File: config.mk
export PLATFORM = sky130hd
export DESIGN_NAME = syscall_handler_flat
export DESIGN_NICKNAME = d
export VERILOG_FILES = /design/src/rtl/syscall_handler_pkg.sv /design/src/rtl/syscall_handler_if.sv /design/src/rtl/syscall_handler_key_debounce.sv /design/src/rtl/syscall_handler.sv /design/src/flat_wrapper.sv
export SDC_FILE = /design/constraint.sdc
export NUM_CORES = 1
export LEC_CHECK = 0
export CAP_MARGIN = 30
export CORE_MARGIN = 1.5
export CORE_UTILIZATION = 40
export DETAILED_ROUTE_END_ITERATION = 6
export PLACE_DENSITY = 0.75
export SYNTH_ARGS = -nofsm -noshare
export SYNTH_HDL_FRONTEND = slang
export SYNTH_HIERARCHICAL = 1
export SYNTH_SLANG_ARGS = --single-unit
File: constraint.sdc
create_clock -name clk -period 2.1 [get_ports clk]
set_input_delay 0.21 -clock clk [delete_from_list [all_inputs] [get_ports clk]]
set_output_delay 0.21 -clock clk [all_outputs]
set_load 0.03 [all_outputs]
File: src/rtl/syscall_handler_pkg.sv
// Shared definitions for the syscall handler slice.
//  - SYS_OP_LENGTH : width of the syscall opcode field.
//  - SYS_OP_*      : opcodes the handler understands. Every other code is unknown.
//  - ST_*          : FSM state encodings. They are exposed on state_dbg.
package syscall_handler_pkg;

    localparam int SYS_OP_LENGTH = 4;

    localparam logic [SYS_OP_LENGTH-1:0] SYS_OP_PRINT = 4'd1;
    localparam logic [SYS_OP_LENGTH-1:0] SYS_OP_READ  = 4'd2;
    localparam logic [SYS_OP_LENGTH-1:0] SYS_OP_EXIT  = 4'd3;

    typedef logic [2:0] state_t;

    localparam state_t ST_IDLE       = 3'd0;
    localparam state_t ST_SLEEP      = 3'd1;
    localparam state_t ST_PRINT_HOLD = 3'd2;
    localparam state_t ST_READ_WAIT  = 3'd3;
    localparam state_t ST_WAKE       = 3'd4;
    localparam state_t ST_HALTED     = 3'd5;

    // Reload value for the PRINT hold counter. A hold of 0 behaves like a hold of 1.
    function automatic int unsigned hold_load(input int unsigned hold_cycles);
        return (hold_cycles > 1) ? hold_cycles - 1 : 0;
    endfunction

endpackage

File: src/rtl/syscall_handler_if.sv
// Syscall link between the CPU controller (master) and the syscall handler (slave).
//  sysc_mp     master->slave  one-cycle request pulse
//  sys_op      master->slave  opcode, valid only while sysc_mp=1
//  sys_inf_out master->slave  CPU word, valid only while sysc_mp=1
//  cpu_slep    slave->master  one-cycle sleep request
//  cpu_wake    slave->master  one-cycle wake request
//  sys_inf_in  slave->master  READ result, stable from the wake pulse until the next READ
// Protocol: this link does not use a valid/ready pair. A request is the single cycle in
// which sysc_mp=1, and it has no back-pressure. The slave acknowledges with cpu_slep in
// the following cycle. It completes the request with cpu_wake. EXIT never completes.
// A request that arrives while the slave is busy is dropped and flagged as an error.
interface syscall_handler_if #(
    parameter int OP_W = 4
);
    logic            sysc_mp;
    logic [OP_W-1:0] sys_op;
    logic [31:0]     sys_inf_out;
    logic            cpu_slep;
    logic            cpu_wake;
    logic [31:0]     sys_inf_in;

    modport master (
        output sysc_mp, sys_op, sys_inf_out,
        input  cpu_slep, cpu_wake, sys_inf_in
    );

    modport slave (
        input  sysc_mp, sys_op, sys_inf_out,
        output cpu_slep, cpu_wake, sys_inf_in
    );
endinterface

File: src/rtl/syscall_handler_key_debounce.sv
// key_debounce: synchronises an asynchronous level and filters out bounce.
//  clk  in  system clock
//  rst  in  asynchronous reset, active-low
//  in   in  raw asynchronous level
//  out  out debounced level. It changes only after DEB_CYCLES consecutive synchronised
//           samples that differ from the current out.
module key_debounce #(
    parameter int unsigned DEB_CYCLES = 1000
) (
    input  logic clk,
    input  logic rst,
    input  logic in,
    output logic out
);
    // A setting of 0 behaves like 1: one differing sample is enough to change out.
    localparam int unsigned DEB_N = (DEB_CYCLES == 0) ? 1 : DEB_CYCLES;
    localparam int          CW    = (DEB_N > 1) ? $clog2(DEB_N + 1) : 1;

    logic          s1;
    logic          s2;
    logic [CW-1:0] cnt;

    always_ff @(posedge clk or negedge rst) begin
        if (!rst) begin
            s1  <= 1'b0;
            s2  <= 1'b0;
            cnt <= '0;
            out <= 1'b0;
        end else begin
            s1 <= in;
            s2 <= s1;
            // cnt counts consecutive samples that disagree with out. A sample that
            // agrees with out restarts the count, so a short glitch never reaches the top.
            if (s2 == out) begin
                cnt <= '0;
            end else if (cnt == CW'(DEB_N - 1)) begin
                out <= s2;
                cnt <= '0;
            end else begin
                cnt <= cnt + 1'b1;
            end
        end
    end
endmodule

File: src/rtl/syscall_handler.sv
// syscall_handler: serves syscalls from the CPU controller.
// On a request it puts the CPU to sleep and serves it (PRINT / READ / EXIT).
// When the request is complete it wakes the CPU.
//  clk         in   system clock (same domain as the controller)
//  rst         in   asynchronous reset, active-low
//  sys         if   syscall link, slave side (sysc_mp/sys_op/sys_inf_out in,
//                   cpu_slep/cpu_wake/sys_inf_in out)
//  sw          in   32 board switches, asynchronous
//  key_raw     in   confirm key, raw, asynchronous, active-high
//  disp_data   out  last printed word
//  disp_valid  out  disp_data holds a printed word
//  busy        out  FSM is not in IDLE
//  exit_flag   out  sticky, set by EXIT
//  err_flag    out  sticky, set by an unknown op or a request while busy
//  state_dbg   out  current FSM state (ST_* encodings)
module syscall_handler
    import syscall_handler_pkg::*;
#(
    parameter int          OP_W        = SYS_OP_LENGTH,
    parameter int unsigned HOLD_CYCLES = 4096,
    parameter int unsigned DEB_CYCLES  = 1000
) (
    input  logic             clk,
    input  logic             rst,
    syscall_handler_if.slave sys,
    input  logic [31:0]      sw,
    input  logic             key_raw,
    output logic [31:0]      disp_data,
    output logic             disp_valid,
    output logic             busy,
    output logic             exit_flag,
    output logic             err_flag,
    output state_t           state_dbg
);
    localparam int unsigned HOLD_LOAD = hold_load(HOLD_CYCLES);
    localparam int          HOLD_W    = (HOLD_LOAD > 0) ? $clog2(HOLD_LOAD + 1) : 1;

    state_t          state;
    logic [OP_W-1:0] op_q;
    logic [HOLD_W-1:0] hold_cnt;
    logic            slep_q;
    logic            wake_q;
    logic [31:0]     rdata_q;
    logic [31:0]     sw_s1;
    logic [31:0]     sw_s2;
    logic            key_db;
    logic            key_db_q;
    logic            key_rise;

    key_debounce #(.DEB_CYCLES(DEB_CYCLES)) u_key_debounce (
        .clk (clk),
        .rst (rst),
        .in  (key_raw),
        .out (key_db)
    );

    // The edge detector runs in every state. A key that is already held when
    // READ_WAIT is entered produces no rise, so the user must press it again.
    assign key_rise = key_db & ~key_db_q;

    assign sys.cpu_slep   = slep_q;
    assign sys.cpu_wake   = wake_q;
    assign sys.sys_inf_in = rdata_q;
    assign busy           = (state != ST_IDLE);
    assign state_dbg      = state;

    always_ff @(posedge clk or negedge rst) begin
        if (!rst) begin
            state      <= ST_IDLE;
            op_q       <= '0;
            hold_cnt   <= '0;
            slep_q     <= 1'b0;
            wake_q     <= 1'b0;
            rdata_q    <= '0;
            sw_s1      <= '0;
            sw_s2      <= '0;
            key_db_q   <= 1'b0;
            disp_data  <= '0;
            disp_valid <= 1'b0;
            exit_flag  <= 1'b0;
            err_flag   <= 1'b0;
        end else begin
            // slep_q and wake_q are one-cycle pulses. They are set only on the
            // transitions into SLEEP and into WAKE, so they can never be high together.
            slep_q   <= 1'b0;
            wake_q   <= 1'b0;
            sw_s1    <= sw;
            sw_s2    <= sw_s1;
            key_db_q <= key_db;

            case (state)
                ST_IDLE: begin
                    if (sys.sysc_mp) begin
                        op_q   <= sys.sys_op;
                        slep_q <= 1'b1;
                        state  <= ST_SLEEP;
                        if (sys.sys_op == OP_W'(SYS_OP_PRINT)) begin
                            disp_data  <= sys.sys_inf_out;
                            disp_valid <= 1'b1;
                        end
                    end
                end
                ST_SLEEP: begin
                    if (op_q == OP_W'(SYS_OP_PRINT)) begin
                        hold_cnt <= HOLD_W'(HOLD_LOAD);
                        state    <= ST_PRINT_HOLD;
                    end else if (op_q == OP_W'(SYS_OP_READ)) begin
                        state <= ST_READ_WAIT;
                    end else if (op_q == OP_W'(SYS_OP_EXIT)) begin
                        exit_flag <= 1'b1;
                        state     <= ST_HALTED;
                    end else begin
                        err_flag <= 1'b1;
                        wake_q   <= 1'b1;
                        state    <= ST_WAKE;
                    end
                end
                ST_PRINT_HOLD: begin
                    if (hold_cnt == '0) begin
                        wake_q <= 1'b1;
                        state  <= ST_WAKE;
                    end else begin
                        hold_cnt <= hold_cnt - 1'b1;
                    end
                end
                ST_READ_WAIT: begin
                    if (key_rise) begin
                        rdata_q <= sw_s2;
                        wake_q  <= 1'b1;
                        state   <= ST_WAKE;
                    end
                end
                ST_WAKE: begin
                    state <= ST_IDLE;
                end
                ST_HALTED: begin
                    state <= ST_HALTED;
                end
                default: begin
                    state <= ST_IDLE;
                end
            endcase

            // A request while busy is dropped. The FSM state and the latched op are left
            // untouched.
            if (sys.sysc_mp && (state != ST_IDLE)) begin
                err_flag <= 1'b1;
            end
        end
    end
endmodule

File: src/flat_wrapper.sv
// flat-port wrapper written by rule: the top's interface ports become plain ports
module syscall_handler_flat import syscall_handler_pkg::*;
#(
    parameter int          OP_W        = SYS_OP_LENGTH,
    parameter int unsigned HOLD_CYCLES = 4096,
    parameter int unsigned DEB_CYCLES  = 1000
)
  (clk, rst, sw, key_raw, disp_data, disp_valid, busy, exit_flag, err_flag, state_dbg, sys_sysc_mp, sys_sys_op, sys_sys_inf_out, sys_cpu_slep, sys_cpu_wake, sys_sys_inf_in);
  syscall_handler_if #(.OP_W(OP_W)) sys_i ();
  input  logic clk;
  input  logic rst;
  input  logic [31:0] sw;
  input  logic key_raw;
  output logic [31:0] disp_data;
  output logic disp_valid;
  output logic busy;
  output logic exit_flag;
  output logic err_flag;
  output state_t state_dbg;
  input wire logic [$bits(sys_i.sysc_mp)-1:0] sys_sysc_mp;
  input wire logic [$bits(sys_i.sys_op)-1:0] sys_sys_op;
  input wire logic [$bits(sys_i.sys_inf_out)-1:0] sys_sys_inf_out;
  output wire logic [$bits(sys_i.cpu_slep)-1:0] sys_cpu_slep;
  output wire logic [$bits(sys_i.cpu_wake)-1:0] sys_cpu_wake;
  output wire logic [$bits(sys_i.sys_inf_in)-1:0] sys_sys_inf_in;
  assign sys_i.sysc_mp = sys_sysc_mp;
  assign sys_i.sys_op = sys_sys_op;
  assign sys_i.sys_inf_out = sys_sys_inf_out;
  assign sys_cpu_slep = sys_i.cpu_slep;
  assign sys_cpu_wake = sys_i.cpu_wake;
  assign sys_sys_inf_in = sys_i.sys_inf_in;
  syscall_handler #(.OP_W(OP_W), .HOLD_CYCLES(HOLD_CYCLES), .DEB_CYCLES(DEB_CYCLES)) u_core (.clk(clk), .rst(rst), .sys(sys_i), .sw(sw), .key_raw(key_raw), .disp_data(disp_data), .disp_valid(disp_valid), .busy(busy), .exit_flag(exit_flag), .err_flag(err_flag), .state_dbg(state_dbg));
endmodule
# Word-level counts from Yosys, hierarchy flattened
# Cells that the tools add are included.
[classes]
add_sub_neg = 2
n_eq_ne = 18
reduce_logical = 14
bitwise_logic = 5
muxes = 25
[op_table]
columns = ["cell", "count"]
rows = [
  ["two-way mux 12 bit", 2],
  ["one-hot mux 12 bit (2 select lines)", 1],
  ["two-way mux 10 bit", 2],
  ["two-way mux 3 bit", 5],
  ["one-hot mux 3 bit (5 select lines)", 1],
  ["two-way mux 1 bit", 13],
  ["logical NOT 12 bit", 1],
  ["subtractor 12 x 1 -> 12 bit, second input constant", 1],
  ["adder 10 x 1 -> 10 bit, second input constant", 1],
  ["== test 10 bit, second input constant", 1],
  ["inequality test 2 bit, second input constant", 5],
  ["AND reduction 3 bit", 3],
  ["== test 4 x 1 -> 1 bit, second input constant", 2],
  ["== test 4 x 2 -> 1 bit, second input constant", 2],
  ["AND reduction 4 bit", 2],
  ["== test 3 x 2 -> 1 bit, second input constant", 2],
  ["inequality test 2 x 1 -> 1 bit, second input constant", 3],
  ["AND reduction 2 bit", 3],
  ["NOT 1 bit", 4],
  ["nonzero test 2 bit", 2],
  ["== test 3 x 1 -> 1 bit, second input constant", 1],
  ["== test 3 bit, second input constant", 1],
  ["logical NOT 3 bit", 1],
  ["one-hot mux 1 bit (3 select lines)", 1],
  ["other kinds (4)", 4],
]
[word_totals]
ff_bits = 166
input_bits = 72

# Longest topological paths before layout
[depth]
depth_word = 6
mapped_depth = 7
mapped_depth_nobuf = 6

# Modules after synthesis
# Netlist, hierarchy kept.
[modules_own_cells]
columns = ["module", "area_per_inst_um2", "n_inst", "seq_area_each_um2", "cells_per_inst"]
rows = [
  ["syscall_handler", 5320.1, 1, 3828.7, 331],
  ["key_debounce", 606.8, 1, 325.3, 55],
]

# Worst setup path after synthesis
# No wires, ideal clock.
[synth_path]
path_type = "register to register"
startpoint = "reg u_core.state[2] (netlist: u_core/state_dbg[2])"
endpoint = "reg u_core.disp_data[24]"
t_arrival_ps = 1787
slack_ps = 185
period_less_slack_ps = 1915
stages_incl_launch_ff = 8
cell_sequence = "dfrtp_1 -> buf_2 -> nor3_1 -> and2_1 -> buf_4 -> nand2_2 -> buf_6 -> mux2_1"
[synth_between]
elab_chain_len = 2
[synth_rtl]
columns = ["element", "line", "rtl"]
rows = [
  ["start, declared", "syscall_handler.sv:38", "state_t state;"],
  ["start signal, assigned", "syscall_handler.sv:69", "state <= ST_IDLE;"],
  ["start signal, assigned", "syscall_handler.sv:96", "state <= ST_SLEEP;"],
  ["start signal, assigned", "syscall_handler.sv:106", "state <= ST_PRINT_HOLD;"],
  ["logical NOT 3 bit", "syscall_handler.sv:91", "case (state)"],
  ["AND reduction 3 bit (no line)", "n/a", ""],
  ["end signal, assigned", "syscall_handler.sv:98", "disp_data <= sys.sys_inf_out;"],
  ["end, declared", "syscall_handler.sv:28", "output logic [31:0] disp_data,"],
]
# No other way between the ends.
# A chain may end at the register's enable or synchronous reset.

# Final worst setup path
[layout_path]
startpoint = "reg u_core.state[0] (netlist: u_core/state_dbg[0])"
endpoint = "reg u_core.hold_cnt[8]"
[layout_between]
elab_chain_len = 3
elab_cells_between_ends = 7
[layout_rtl]
columns = ["element", "line", "rtl"]
rows = [
  ["== test 3 x 2 -> 1 bit / == test 3 x 1 -> 1 bit (equally long branches)", "syscall_handler.sv:91", ""],
  ["inequality test 2 bit (no line) (tied with other cells)", "n/a", ""],
  ["AND reduction 3 bit (no line)", "n/a", ""],
  ["end signal, assigned", "syscall_handler.sv:105", "hold_cnt <= HOLD_W'(HOLD_LOAD);"],
  ["end signal, assigned", "syscall_handler.sv:123", "hold_cnt <= hold_cnt - 1'b1;"],
  ["end, declared", "syscall_handler.sv:40", "logic [HOLD_W-1:0] hold_cnt;"],
]
# Several ways; a longest one is shown, not always the timed one.

==> flow_summary.ini <==
[run_status]
status = completed

[grt]
global_route_wire_length_before_repair_um = 21100
pin_count_of_the_biggest_net_entering_global_routing = 57
gr-usage-all-layers_pct = 17.4
vias_in_the_first_global_route = 4114
number_of_antenna_violations_at_the_first_check_in_global_routing = 0
global_route.overflow_total = 0

[sta]
timing_max_transition_violations_final = 0
maxClockFrequency_ghz = 0.510
timing.setup.tns_ns = 0
period_minus_slack_ns = 1.96
timing_worst_slew_pin_value_ns = 0.515
rsz0062_at_grt = no
report.final.hold_viol_count = 0
fin_worst_skew_ns = 0.0117
setup_viol_count_final = 0
slew-limit-headroom_pct = 65.7
timing.final.crit_share_pct = 93.5

[clock_network]
root_buffer_selected_by_cts = sky130_fd_sc_hd__clkbuf_16
tritoncts_buffers = 17
clock_tree.buffer_depth = 2
tritoncts = done
post_cts.repair.setup_buffers = 0
htreeDepth = 4
clk_sink_count = 166
clk_latency_ns = 0.41
clk_pin_slew_worst_paths_ns = 0.07

[run]
maxCapViolations = 0

[logic_synthesis]
yosys.area_share.simple_pct = 8.59
mappedNetlistArea_um2 = 5930
post_synthesis_share_of_cell_area_spent_on_xor_and_xnor_gates_pct = 0.739
synth.ff_latch_count = 166
post_synth_num_cell_types = 55
post_synth_mux_area_share_pct = 13.3
yosysWarnings = 6
post_synth_inst_count = 386
synth_edf_count = 0
dominant_combinational_cell_family_by_area_after_synthesis = multiplexers
synth_sequential_area_ratio_pct = 70.1
synth_compound_gate_area_share_pct = 4.67
ys.flop_type = sky130_fd_sc_hd__dfrtp_1
synth_fa_ha_area_share_pct = 0.633
synth_fp_nets = 461
async_reset_ff_share_pct = 100
synth_area_per_cell_um2 = 15.4

[route]
routedWlPerCell_um = 17.2
route.antenna.remaining_nets = 0
detail_route.vias_per_cell = 5.10
detailedRoute.firstPassIterationCount = 4
drt_iter0_drc = 162
via_count = 3809
drt-total-wl_um = 12900
detail_route.drc_violations = 0

[power]
vdd_drop_max_v = 0.000816
design_power_total_w = 0.00995
power.density_nw_per_um2 = 1210
cellLeakagePower_nw = 3.61

[worst_setup_path]
critical_path_peak_fanout = 11
critical-path-max-stage-delay_ns = 0.54
critical_path.startpoint_type = flip-flop
worst_ep_arrival_time_ns = 2.25
crit_path_end_kind = flip-flop
worst_ep_required_time_ns = 2.39
cp.depth = 4
worstSetupPathType = reg -> reg
number_of_cells_traversed_by_the_worst_register_to_register_path = 4
timing.critical_path.max_delay_family = simple AND/OR/NAND/NOR gates
cp.buffers_inverters = 0
cpMaxStageDelayCell = sky130_fd_sc_hd__or3b_1
worstPathCellList = or3b_1 > nor4b_4 > nand4b_1 > mux2i_1

[die]
core-area_um2 = 14500
core.rowCount = 44
die_height_um = 125
dieArea_um2 = 15600
die-width_um = 125
start_util_pct = 40.9
ioPinCount = 145

[place]
buffer_ports.inserted = 144
dp_hpwl_um = 9090
finalWeightedCongestion = 0.874
postPlaceCellArea_um2 = 7650

[final_layout]
synth_to_layout_area_growth_pct = 38.9
design.final.nets = 625
drive_above_1_share_pct = 21.1
mostFrequentLayoutCell = sky130_fd_sc_hd__dfrtp_1
post-route-cell-area_um2 = 8230
most-common-layout-cells = 166 x sky130_fd_sc_hd__dfrtp_1, 142 x sky130_fd_sc_hd__clkdlybuf4s50_1, 62 x sky130_fd_sc_hd__mux2_2
diodes_inserted = 0
fillerInstances = 1107

[worst_hold_path]
hold_path_class = in -> reg
whs_path_depth = 1
[worst paths after layout]
path / startpoint / slack, ns / end
max reg2reg: u_core/state_dbg[0] / 0.14 / u_core/hold_cnt[8]
max in group asynchronous: rst / 1.10 / u_core/sw_s2[6]
min in group asynchronous: rst / 0.32 / u_core/sw_s1[18]
min: sw[8] / 0.23 / u_core/sw_s1[8]
max: u_core/state_dbg[0] / 0.14 / u_core/hold_cnt[8]
min reg2reg: u_core/sw_s1[15] / 0.35 / u_core/sw_s2[15]
[through the flow]
step	std cells	hold slack, ns	worst slack [ns]	utilization (%)
global route	747	0.215	0.0302	56.9
CTS	747	0.217	0.151	56.9
finish	747	0.229	0.137	56.9
detailed placement	714	0.201	0.179	52.8
global placement	714	0.186	0.208	52.8
floorplan	386	-0.0856	0.185	-
[power by group]
| part | internal [W] | switching [W] | total [W] |
|---|---|---|---|
| Clock | 0.00171 | 0.00124 | 0.00295 |
| Sequential | 0.00378 | 0.000480 | 0.00426 |
| Combinational | 0.00127 | 0.00147 | 0.00274 |
| Total | 0.00676 | 0.00319 | 0.00995 |
[what timing repair did]
action                     4_1_cts  5_1_grt
hold endpoints to repair        52        0
resized for setup                1        0
hold buffers                     1        0
setup endpoints to repair        1        0
[metal layers]
metal / part of all wire (%) / wire (µm) / GRT usage, % / vias up
met5: 0 / 0 / 0 / -
met1: 40 / 5160 / 20.4 / 1943
met2: 50 / 6470 / 28.7 / 141
li1: - / - / - / 1713
met3: 8.5 / 1100 / 7.43 / 12
met4: 1.2 / 156 / 5.61 / 0
[cells in the mapped netlist, drive strengths merged (2+ instances only)]
cell type / number / area (µm²)
a211o: 2 / 17.5
a21oi: 10 / 50.1
a311oi: 2 / 17.5
a31oi: 6 / 37.5
and2: 2 / 12.5
and3: 3 / 18.8
and4: 2 / 17.5
buf: 11 / 88.8
clkbuf: 2 / 7.51
dfrtp: 166 / 4150
ha: 3 / 37.5
inv: 6 / 22.5
mux2: 69 / 777
nand2: 7 / 28.8
nand2b: 4 / 25.0
nand3: 7 / 40.0
nand4: 4 / 25.0
nand4b: 3 / 26.3
nor2: 15 / 56.3
nor3: 5 / 30.0
nor3b: 3 / 22.5
nor4: 4 / 25.0
nor4b: 3 / 41.3
o211ai: 2 / 15.0
o21ai: 12 / 60.1
o21bai: 2 / 15.0
o22ai: 2 / 12.5
or2b: 2 / 15.0
or3: 4 / 26.3
or4: 4 / 30.0
xnor2: 3 / 26.3
xor2: 2 / 17.5
[area by class of cell]
class / instances / area (µm²) / share of cell area, %
flip-flops and latches: 166 / 4150 / 50.5
multi-input cells: 201 / 1660 / 20.2
repair buffers: 158 / 1590 / 19.3
clock buffers: 19 / 453 / 5.50
well taps: 184 / 230 / 2.80
clock inverters: 13 / 125 / 1.52
inverters: 6 / 22.5 / 0.274
[cells by family after synthesis]
kind of cell    after synthesis
xor+xnor                      5
fa+ha+maj                     3
buf+inv                      19
flops                       166
mux                          70
simple gates                 79
compound gates               44
[flip-flops by register name, summed over array words and instances (netlist names), 3 cells and up]
| signal | cells |
|---|---|
| u_core/hold_cnt | 12 |
| u_core/disp_data | 32 |
| u_core/u_key_debounce/cnt | 10 |
| u_core/sw_s1 | 32 |
| u_core/state_dbg | 3 |
| u_core/op_q | 4 |
| u_core/sys.sys_inf_in | 32 |
| u_core/sw_s2 | 32 |
Note: power is estimated with default switching activity, not from simulation.
